File: src/rtl/lsq_pkg.sv
// Shared definitions for the least-squares regression datapath:
// sequencer state encoding and default job/sample dimensions.
package lsq_pkg;

  typedef enum logic [2:0] {
    S_IDLE  = 3'd0,
    S_CLEAR = 3'd1,
    S_ACCUM = 3'd2,
    S_DRAIN = 3'd3,
    S_INV   = 3'd4,
    S_DONE  = 3'd5
  } lsq_state_e;

  localparam int LSQ_N_SAMPLES = 1024;
  localparam int LSQ_X_W       = 12;
  localparam int LSQ_Y_W       = 16;

endpackage

File: src/rtl/lsq_seq_ctrl_if.sv
// Sample stream and accumulator bus between the sequencer and its
// neighbours. The producer/accumulator side is master, the sequencer slave.
interface lsq_seq_ctrl_if #(
  parameter int X_W = 12,
  parameter int Y_W = 16
);
  logic           s_valid;
  logic           s_ready;
  logic [X_W-1:0] s_x;
  logic [Y_W-1:0] s_y;
  logic           acc_clr;
  logic           acc_en;
  logic [X_W-1:0] acc_x;
  logic [Y_W-1:0] acc_y;

  modport master (
    output s_valid, s_x, s_y,
    input  s_ready, acc_clr, acc_en, acc_x, acc_y
  );

  modport slave (
    input  s_valid, s_x, s_y,
    output s_ready, acc_clr, acc_en, acc_x, acc_y
  );
endinterface

File: src/rtl/lsq_seq_ctrl.sv
// Least-squares regression sequencer: clears the accumulators, streams
// N_SAMPLES (x, y) pairs through one register stage into them, then runs
// the 3x3 inverter and pulses done. abort returns to IDLE from any state.
module lsq_seq_ctrl
  import lsq_pkg::*;
#(
  parameter int N_SAMPLES = LSQ_N_SAMPLES,
  parameter int CNT_W     = 11,
  parameter int X_W       = LSQ_X_W,
  parameter int Y_W       = LSQ_Y_W
) (
  input  logic             clk,
  input  logic             rst_n,
  input  logic             job_req,
  input  logic             abort,
  output logic             busy,
  output logic             done,
  output logic             inv_start,
  input  logic             inv_done,
  output logic [CNT_W-1:0] sample_cnt,
  lsq_seq_ctrl_if.slave    sif
);

  localparam logic [CNT_W-1:0] LAST_IDX = CNT_W'(N_SAMPLES - 1);

  lsq_state_e       state_q, state_d;
  logic [CNT_W-1:0] sample_cnt_q, sample_cnt_d;
  logic             acc_en_q, acc_en_d;
  logic [X_W-1:0]   acc_x_q, acc_x_d;
  logic [Y_W-1:0]   acc_y_q, acc_y_d;
  logic             hs;

  // State, counter and sample register stage.
  always_ff @(posedge clk or negedge rst_n) begin
    if (!rst_n) begin
      state_q      <= S_IDLE;
      sample_cnt_q <= '0;
      acc_en_q     <= 1'b0;
      acc_x_q      <= '0;
      acc_y_q      <= '0;
    end else begin
      state_q      <= state_d;
      sample_cnt_q <= sample_cnt_d;
      acc_en_q     <= acc_en_d;
      acc_x_q      <= acc_x_d;
      acc_y_q      <= acc_y_d;
    end
  end

  // Next-state logic; abort overrides everything except in IDLE, and the
  // sample registers hold across an abort.
  always_comb begin
    state_d      = state_q;
    sample_cnt_d = sample_cnt_q;
    acc_en_d     = 1'b0;
    acc_x_d      = acc_x_q;
    acc_y_d      = acc_y_q;
    hs           = sif.s_valid && (state_q == S_ACCUM);

    case (state_q)
      S_IDLE:  if (job_req) state_d = S_CLEAR;
      S_CLEAR: begin
        sample_cnt_d = '0;
        state_d      = S_ACCUM;
      end
      S_ACCUM: begin
        if (hs) begin
          acc_x_d      = sif.s_x;
          acc_y_d      = sif.s_y;
          acc_en_d     = 1'b1;
          sample_cnt_d = sample_cnt_q + 1'b1;
          if (sample_cnt_q == LAST_IDX) state_d = S_DRAIN;
        end
      end
      S_DRAIN: state_d = S_INV;
      S_INV:   if (inv_done) state_d = S_DONE;
      S_DONE:  state_d = S_IDLE;
      default: state_d = S_IDLE;
    endcase

    if (abort && (state_q != S_IDLE)) begin
      state_d      = S_IDLE;
      sample_cnt_d = '0;
      acc_en_d     = 1'b0;
      acc_x_d      = acc_x_q;
      acc_y_d      = acc_y_q;
    end
  end

  // Control outputs decoded from state only (s_ready never sees s_valid).
  always_comb begin
    busy        = (state_q != S_IDLE);
    done        = (state_q == S_DONE);
    inv_start   = (state_q == S_INV);
    sif.s_ready = (state_q == S_ACCUM);
    sif.acc_clr = (state_q == S_CLEAR);
    sif.acc_en  = acc_en_q;
    sif.acc_x   = acc_x_q;
    sif.acc_y   = acc_y_q;
    sample_cnt  = sample_cnt_q;
  end

endmodule

File: src/flat_wrapper.sv
// flat-port wrapper written by rule: the top's interface ports become plain ports
module lsq_seq_ctrl_flat import lsq_pkg::*;
#(
  parameter int N_SAMPLES = LSQ_N_SAMPLES,
  parameter int CNT_W     = 11,
  parameter int X_W       = LSQ_X_W,
  parameter int Y_W       = LSQ_Y_W
)
  (clk, rst_n, job_req, abort, busy, done, inv_start, inv_done, sample_cnt, sif_s_valid, sif_s_x, sif_s_y, sif_s_ready, sif_acc_clr, sif_acc_en, sif_acc_x, sif_acc_y);
  lsq_seq_ctrl_if #(.X_W(X_W), .Y_W(Y_W)) sif_i ();
  input  logic clk;
  input  logic rst_n;
  input  logic job_req;
  input  logic abort;
  output logic busy;
  output logic done;
  output logic inv_start;
  input  logic inv_done;
  output logic [CNT_W-1:0] sample_cnt;
  input wire logic [$bits(sif_i.s_valid)-1:0] sif_s_valid;
  input wire logic [$bits(sif_i.s_x)-1:0] sif_s_x;
  input wire logic [$bits(sif_i.s_y)-1:0] sif_s_y;
  output wire logic [$bits(sif_i.s_ready)-1:0] sif_s_ready;
  output wire logic [$bits(sif_i.acc_clr)-1:0] sif_acc_clr;
  output wire logic [$bits(sif_i.acc_en)-1:0] sif_acc_en;
  output wire logic [$bits(sif_i.acc_x)-1:0] sif_acc_x;
  output wire logic [$bits(sif_i.acc_y)-1:0] sif_acc_y;
  assign sif_i.s_valid = sif_s_valid;
  assign sif_i.s_x = sif_s_x;
  assign sif_i.s_y = sif_s_y;
  assign sif_s_ready = sif_i.s_ready;
  assign sif_acc_clr = sif_i.acc_clr;
  assign sif_acc_en = sif_i.acc_en;
  assign sif_acc_x = sif_i.acc_x;
  assign sif_acc_y = sif_i.acc_y;
  lsq_seq_ctrl #(.N_SAMPLES(N_SAMPLES), .CNT_W(CNT_W), .X_W(X_W), .Y_W(Y_W)) u_core (.clk(clk), .rst_n(rst_n), .job_req(job_req), .abort(abort), .busy(busy), .done(done), .inv_start(inv_start), .inv_done(inv_done), .sample_cnt(sample_cnt), .sif(sif_i));
endmodule
File: config.mk
export PLATFORM = sky130hd
export DESIGN_NAME = lsq_seq_ctrl_flat
export DESIGN_NICKNAME = d
export VERILOG_FILES = /design/src/rtl/lsq_pkg.sv /design/src/rtl/lsq_seq_ctrl_if.sv /design/src/rtl/lsq_seq_ctrl.sv /design/src/flat_wrapper.sv
export SDC_FILE = /design/constraint.sdc
export NUM_CORES = 1
export LEC_CHECK = 0
export BUFFER_PORTS_ARGS = -buffer_cell sky130_fd_sc_hd__buf_2
export CORE_AREA = 2 2 66 68
export CTS_CLUSTER_DIAMETER = 150
export DETAILED_ROUTE_END_ITERATION = 10
export DIE_AREA = 0 0 68 70
export PLACE_DENSITY = 0.81
export SYNTH_ARGS = -nofsm -noshare
export SYNTH_HDL_FRONTEND = slang
export SYNTH_SLANG_ARGS = --single-unit
File: constraint.sdc
create_clock -name clk -period 2 [get_ports clk]
set_input_delay 0.2 -clock clk [delete_from_list [all_inputs] [get_ports clk]]
set_output_delay 0.2 -clock clk [all_outputs]
set_load 0.005 [all_outputs]
# == Word level (Yosys, flattened, before mapping) ==
# Index checks and enable logic that the tools add are counted.
# totals
reg_bits,43
input_bits,34
out_inout_bits,45
wordCells,37
# op_classes
add_sub_neg,1
n_eq_ne,10
muxes,12
n_bitwise,1
n_reduce_logical,8
# op_table
op,count
11-bit 2-to-1 mux,2
11-bit case mux with 2 select lines,1
3-bit 2-to-1 mux,5
3-bit case mux with 5 select lines,1
"11-bit by 1-bit adder with 11-bit output, second input constant",1
"11-bit by 10-bit equality test with 1-bit output, second input constant",1
"3-bit by 1-bit inequality test with 1-bit output, second input constant",3
"3-bit by 2-bit equality test with 1-bit output, second input constant",2
"3-bit equality test, second input constant",2
3-bit nonzero test,2
4-bit AND reduction,1
"3-bit by 1-bit equality test with 1-bit output, second input constant",1
3-bit logical NOT,1
1-bit 2-to-1 mux,3
"3-bit by 2-bit inequality test with 1-bit output, second input constant",1
3-bit AND reduction,1
1-bit logical AND,2
2-bit AND reduction,1
1-bit NOT,1

# == Logic depth before layout (Yosys ltp) ==
# Gate-level depths: netlist (run 1).
# logic_depth
depth_word,5
ltp_mapped,7
ltp_nobuf,5

# == Worst setup path after synthesis (run 1) ==
# Ideal clock, no wire load.
# synth_path
kind,reg2reg
start,register u_core.state_q[0]
end,register u_core.sample_cnt_q[5] (netlist: u_core.sample_cnt[5])
setup_ns,0.095
arrival_ns,1.464
required_ns,1.905
slack_ns,0.441
stages_incl_launch_ff,6
path_buffers,1
period_less_slack_ns,1.559
cell_sequence,dfrtp_1 > buf_2 > or4b_2 > a31oi_1 > o21ai_0 > o31ai_1
# synth_between
elab_chain_cells,4
elab_cells_between_ends,10
classes_between,3 x eq/ne; 2 x mux; 5 x reduce/logical
# synth_lines
element,line,source
start: declaration,lsq_seq_ctrl.sv:26,"lsq_state_e state_q, state_d;"
start signal: assignment,lsq_seq_ctrl.sv:42,state_q <= state_d;
3-bit by 2-bit equality test with 1-bit output / 3-bit nonzero test (equally long branches),"lsq_seq_ctrl.sv:58, lsq_seq_ctrl.sv:60, lsq_seq_ctrl.sv:81",
"1-bit logical AND, on equally long branches","lsq_seq_ctrl.sv:58, lsq_seq_ctrl.sv:81",
3-bit by 1-bit inequality test with 1-bit output (no line) / 3-bit nonzero test (equally long branches),-,
2-bit AND reduction (no line),-,
end signal: assignment,lsq_seq_ctrl.sv:43,sample_cnt_q <= sample_cnt_d;
end: declaration,lsq_seq_ctrl.sv:27,"logic [CNT_W-1:0] sample_cnt_q, sample_cnt_d;"
# Several ways; a longest one is shown, not always the timed one.
# A chain may end at the register's enable or synchronous reset.

# == Worst setup path after layout (run 1) ==
# layout_path
start,register u_core.state_q[2]
end,register u_core.sample_cnt_q[8] (netlist: u_core.sample_cnt[8])
# Same word-level chain as after synthesis.

==> metrics.md, run 1 <==
| Metric | Value |
|---|---|
| Max cap viols | 0 |
| Clk Latency, worst-skew pair | 0.29 ns |
| Total Wirelength | 4080 um |
| Non-Filler Instances | 344 |
| Pleak | 1.38 nW |
| Clock power frac | 23.8% |
| Max IR drop VDD | 520 uV |
| YS warnings | 0 |
| Max Slew Vio Count | 0 |
| Setup TNS | 0 ns |
| Clock Skew | 0.00320 ns |
| Internal power | 1.98 mW |
| Sw Share | 32.1% |
| ANT nets after route | 0 |
| Crit path arrival time | 1.97 ns |
| Crit Path Class | register to register |
| Root buf cell | clkbuf_8 |
| Crit end category | register |
| Critical Path Fanout Max | 17 |
| Setup-failing EPs final | 0 |
| IO buf count | 78 |
| Synth-to-Final Area Change | 31.0% |
| Initial antenna violation count | 0 |
| Largest net degree at the start of global routing | 31 |
| GRT Resource Usage Total | 18.7% |
| Number of diodes | 0 |
| Number of remaining DRC errors | 0 |
| RSZ-0062 raised after global routing | false |
| Synthesized net count | 245 |
| First-pass iteration count of the detailed router | 4 |
| DIE WIDTH | 68 um |
| DP Cell Count | 335 |
| Util after Layout | 58.8% |
| Initial core utilization | 44.9% |
| Row count | 24 |
| H-tree Lvls | 2 |
| Slew at the pin with the worst max-slew slack | 0.475 ns |
| Gpl congestion | 0.780 |
| CTS tree | yes |
| Largest cells by area after synthesis | dfrtp_1 58%, nand2_1 18%, o21ai_0 3.0% |
| Sequential Power Share | 45.9% |
| Post-synth EDFFs | 0 |
| Die footprint | 4760 um2 |
| Syn_area_per_cell | 8.85 um2 |
| I/O pin count | 79 |
| Top FF cell, synth | dfrtp_1 |
| Post-DP HPWL | 3000 um |
| CTS buffer count | 5 |
| Fin crit period | 1.74 ns |
| Critical Path RT | 2.22 ns |
| Synth top cells by count | 91 x nand2_1, 43 x dfrtp_1, 11 x o21ai_0 |
| Mapped Area | 1860 um2 |
| Startpoint types | register |
| Pre-CTS setup slack | 0.298 ns |
| Final Instance Area | 2430 um2 |
| Syn Inst Count | 210 |
| Distinct cells, synth | 28 |
| Cell Area, Placed | 2310 um2 |
| Psw | 934 uW |
| Share of flip-flops with an asynchronous set or reset | 100% |
| Share of layout cells above drive strength 1 | 31.8% |
| DR iter-0 viols | 128 |
| Share of the synthesized area in the top cell type | 57.9% |
| Hold Vio Cnt, Final | 0 |
| Clock Pin Slew Worst Setup and Hold Paths | 0.08 ns |
| Status | finished clean |
| Vias | 1699 |
| Clock sinks | 43 |
| Final WS setup | 0.258 ns |
| Layout net count | 326 |
| Cell taking the most area after synthesis | dfrtp_1 |
| Core area | 4140 um2 |
| Vias in the first global route | 1511 |
| Hold Path Class | input pin to register |
| GRT overflow | 0 |
| DR WL/cell | 11.9 um |
| Setup Fix Bufs, Post-CTS | 0 |
| #FFs+latches synth | 43 |
| Tcrit/Tclk final | 87.1% |
| Vias per cell | 4.94 |
| Logic pwr share | 30.3% |
| Die H | 70 um |
| Sequential cell area fraction in the yosys report | 57.9% |
| Power Total | 2.91 mW |
| Power Density | 1190 nW/um2 |
| First-pass GRT wire length | 6750 um |
| CTS Buffer Depth | 2 |
| Most common cell in the synthesized netlist | nand2_1 |
| Slew headroom | 68.3% |
| Minimum hold slack | 0.0911 ns |
| Fmax | 574 MHz |
[layout by cell type, fill, tap and decap left out]
| cell | synthesis | layout |
|---|---|---|
| ha_1 | 1 | 1 |
| nand4_1 | 1 | 1 |
| nor4b_2 | 1 | 1 |
| nand2b_1 | 1 | 1 |
| o31ai_1 | 4 | 4 |
| or3_1 | 7 | 7 |
| and3b_1 | 1 | 1 |
| nor3_1 | 1 | 1 |
| nand3_1 | 4 | 4 |
| or4_1 | 1 | 1 |
| a22o_1 | 1 | 1 |
| bufinv_16 | 0 | 1 |
| o22ai_1 | 1 | 1 |
| or4b_2 | 1 | 1 |
| clkbuf_8 | 0 | 6 |
| nand3b_1 | 1 | 1 |
| o22a_1 | 1 | 1 |
| clkinv_2 | 0 | 1 |
| a21oi_1 | 8 | 8 |
| nand2_1 | 91 | 91 |
| nor3b_1 | 2 | 2 |
| dlygate4sd3_1 | 0 | 1 |
| a31oi_1 | 1 | 1 |
| and3_1 | 4 | 4 |
| xnor2_1 | 1 | 1 |
| nor2_1 | 5 | 5 |
| and2_1 | 2 | 2 |
| o21ai_0 | 11 | 11 |
| buf_2 | 6 | 78 |
| inv_1 | 5 | 5 |
| buf_4 | 0 | 5 |
| dfrtp_1 | 43 | 43 |
[logic make-up after synthesis]
group	synth area share, %
and+or+nand+nor	29.2
DFF	57.9
AOI/OAI and AO/OA	8.35
buffers and inverters	3.43
xor gates and xnor gates	0.471
adders and majority gates	0.673
[routing by layer]
layer | share of wire (%) | global-route usage [%] | up-vias
met4 | 1.7 | 7.33 | 0
li1 | - | - | 846
met3 | 6.9 | 4.67 | 9
met5 | 0 | 0 | -
met1 | 44 | 25.4 | 782
met2 | 48 | 28.6 | 62
[final cells by class]
cell class	count	area, um2
well taps	52	65.1
clock buffers	6	82.6
inverters	5	18.8
fillers	403	1710
multi-input cells	152	719
flip-flops and latches	43	1080
clock inverters	2	35.0
repair buffers	84	438
[final timing paths]
kind | startpoint | end | slack (ns) | cells after the start
worst min register to register | u_core.sif.acc_y[12] | u_core.sif.acc_y[12] | 0.47 | 2
max in group asynchronous | rst_n | u_core.sample_cnt[0] | 0.95 | 3
worst min-delay path | sif_s_y[2] | u_core.sif.acc_y[2] | 0.09 | 3
worst max-delay path | u_core.state_q[2] | u_core.sample_cnt[8] | 0.26 | 5
worst max register to register | u_core.state_q[2] | u_core.sample_cnt[8] | 0.26 | 5
min in group asynchronous | rst_n | u_core.sample_cnt[4] | 0.39 | 2
[power by group through the flow]
stage	clock, mW	combinational (mW)	sequential, mW
6_report	0.692	0.881	1.34
5_1_grt	0.757	1.02	1.39
4_1_cts	0.713	0.903	1.34
3_5_place_dp	0	0.904	1.35
3_3_place_gp	0	0.869	1.34
2_1_floorplan	0	0.476	1.33
[repair_timing]
action,4_1_cts,5_1_grt
endpoints found under the hold margin,21,0
hold buffers,1,0
resized for setup,0,0
[flip-flops by register name, summed over array words and instances (netlist names)]
register and flops:
u_core.sample_cnt 11, u_core.sif.acc_en 1, u_core.sif.acc_x 12, u_core.sif.acc_y 16, u_core.state_q 3
[critical path, stage by stage (launching register included)]
cell and delay [ns]:
dfrtp_1 0.56, o22a_1 0.19, o22ai_1 0.07, buf_4 0.20, or4_1 0.50, a21oi_1 0.15
(Power assumes the default switching activity.)
==> run 2, diff against run 1 <==
Settings changed: CORE_AREA 2 2 66 68 to 2 2 88 90, DIE_AREA 0 0 68 70 to 0 0 90 92, PLACE_DENSITY 0.81 to 0.51.
==> run 2 against run 1 <==
Global-route usage decreased by 7.0 points. Clock skew is 0.0029 ns higher. Worst hold slack improved by 0.0030 ns. Non-clock buffer count is 1 higher. Register-to-register slack gained 0.05 ns. Critical path depth unchanged. Power down 5.7%. Largest power group unchanged. Core utilization down 26 points. Die area grew 74%. Sequential share of layout area is 0.45 points lower.
==> metrics.md, run 2 (same netlist as run 1, synthesis figures left out) <==
| Metric | Value |
|---|---|
| Status | finished clean |
| Tcrit/Tclk final | 84.5% |
| First-pass GRT wire length | 7850 um |
| Clock Skew | 0.00606 ns |
| Final Instance Area | 2460 um2 |
| First-pass iteration count of the detailed router | 4 |
| Hold Path Class | input pin to register |
| DR iter-0 viols | 55 |
| GRT Resource Usage Total | 11.7% |
| Internal power | 1.81 mW |
| Crit-path max cell delay | 0.57 ns |
| I/O pin count | 79 |
| Hold Vio Cnt, Final | 0 |
| Util after Layout | 33.0% |
| Die footprint | 8280 um2 |
| Setup-failing EPs final | 0 |
| Crit end category | register |
| CTS buffer count | 5 |
| Most frequent cells in the layout | 91 x nand2_1, 78 x buf_2, 43 x dfrtp_1 |
| Vias per cell | 4.17 |
| Number of diodes | 0 |
| Slew at the pin with the worst max-slew slack | 0.430 ns |
| Clock power frac | 18.8% |
| Crit-path leading delay family | flip-flops |
| Critical Path Fanout Max | 14 |
| Area of the multi-input gates | 719 um2 |
| Crit Path Class | register to register |
| GRT overflow | 0 |
| Initial core utilization | 25.0% |
| Initial antenna violation count | 0 |
| H-tree Lvls | 2 |
| Max IR drop VDD | 410 uV |
| Post-DP HPWL | 3300 um |
| Fin crit period | 1.69 ns |
| Psw | 937 uW |
| Share of layout cells above drive strength 1 | 31.3% |
| Setup TNS | 0 ns |
| Cell Area, Placed | 2380 um2 |
| FF/Latch Area | 1080 um2 |
| Sequential Power Share | 48.7% |
| Number of flip-flops in the largest register | 16 |
| Total Wirelength | 4520 um |
| Crit path arrival time | 1.91 ns |
| Cts repair resizes | 0 |
| Core area | 7450 um2 |
| Setup Fix Bufs, Post-CTS | 0 |
| Root buf cell | clkbuf_8 |
| Commonest non-fill, non-tap cell in the layout | nand2_1 |
| Max cap viols | 0 |
| CTS Buffer Depth | 2 |
| Fmax | 592 MHz |
| Die H | 92 um |
| Row count | 32 |
| Slew headroom | 71.3% |
| Power Density | 1120 nW/um2 |
| Fill count | 833 |
| Worst Path Buf+Inv | 1 |
| Sw Share | 34.2% |
| DIE WIDTH | 90 um |
| Max Slew Vio Count | 0 |
| CTS tree | yes |
| Vias | 1640 |
| DR WL/cell | 11.5 um |
| Vias in the first global route | 1625 |
| Cts hold-fix bufs | 1 |
| Logic pwr share | 32.5% |
| Synth-to-Final Area Change | 32.3% |
| IO buf count | 78 |
| Clock sinks | 43 |
| WHS Path Cells | 3 |
| Largest net degree at the start of global routing | 32 |
| Cell depth of the worst flop-to-flop path | 5 |
| Startpoint types | register |
| Critical Path Stages | 5 |
| Critical Path RT | 2.22 ns |
| Clk Latency, worst-skew pair | 0.29 ns |
| Number of remaining DRC errors | 0 |
| RSZ-0062 raised after global routing | false |
| ANT nets after route | 0 |
| Pleak | 1.36 nW |
| Layout net count | 327 |
| Clock Pin Slew Worst Setup and Hold Paths | 0.08 ns |
| Worst path cell trace | o22a_1 > o22ai_1 > buf_4 > or3_1 > a21oi_1 |
| Critical Path Slowest Stage Cell | dfrtp_1 |
| Gpl congestion | 0.691 |
[run 2: changes by cell type in the layout (fill, tap and decap cells not counted), sizes merged]
| cell | previous run | this run |
|---|---|---|
| buf | 83 | 84 |
| bufinv | 1 | 0 |
| clkinv | 1 | 0 |
[run 2: worst register-to-register path, stage by stage, from the launching register on]
cell	delay, ns
dfrtp_1	0.57
o22a_1	0.19
o22ai_1	0.15
buf_4	0.23
or3_1	0.34
a21oi_1	0.14
[run 2: final cells by class]
| cell class | count | share of cell area (%) |
|---|---|---|
| tap | 102 | 5.19 |
| inverter | 5 | 0.763 |
| clock buffer | 6 | 2.95 |
| sequential | 43 | 43.7 |
| multi-input combinational | 152 | 29.2 |
| timing repair buffer | 85 | 18.1 |
[run 2: path summary, 6_finish.rpt]
check,startpoint,to,slack [ns]
min reg2reg,u_core.sif.acc_x[4],u_core.sif.acc_x[4],0.47
max in group asynchronous,rst_n,u_core.sif.acc_x[3],1.13
max reg2reg,u_core.state_q[2],u_core.sample_cnt[3],0.31
max,u_core.state_q[2],u_core.sample_cnt[3],0.31
min,sif_s_y[14],u_core.sif.acc_y[14],0.09
min in group asynchronous,rst_n,u_core.state_q[2],0.33
[run 2: stage by stage]
step           setup WS (ns)  power (mW)  std cells  hold WS (ns)
4_1_cts                0.297        2.81        393        0.0809
5_1_grt               0.0929        3.00        393        0.0853
3_3_place_gp           0.347        2.25        386         0.124
3_5_place_dp           0.330        2.27        386         0.121
6_report               0.310        2.74        393        0.0941
2_1_floorplan          0.441        1.80        210       -0.0956
[run 2: power by group through the flow]
stage / Combinational, mW / Sequential (mW) / Clock [mW]
after floorplan: 0.476 / 1.33 / 0
after global placement: 0.900 / 1.35 / 0
after detailed placement: 0.910 / 1.36 / 0
after CTS: 0.915 / 1.34 / 0.547
after global routing: 1.04 / 1.39 / 0.580
final: 0.891 / 1.34 / 0.517
[run 2: metal layers]
metal  vias up  track usage [%]  routed length, um
met5         -                0                  0
met4         0             3.46                 57
met3         5             3.86                292
met2        49             19.0               2090
met1       738             14.9               2090
li1        848                -                  -
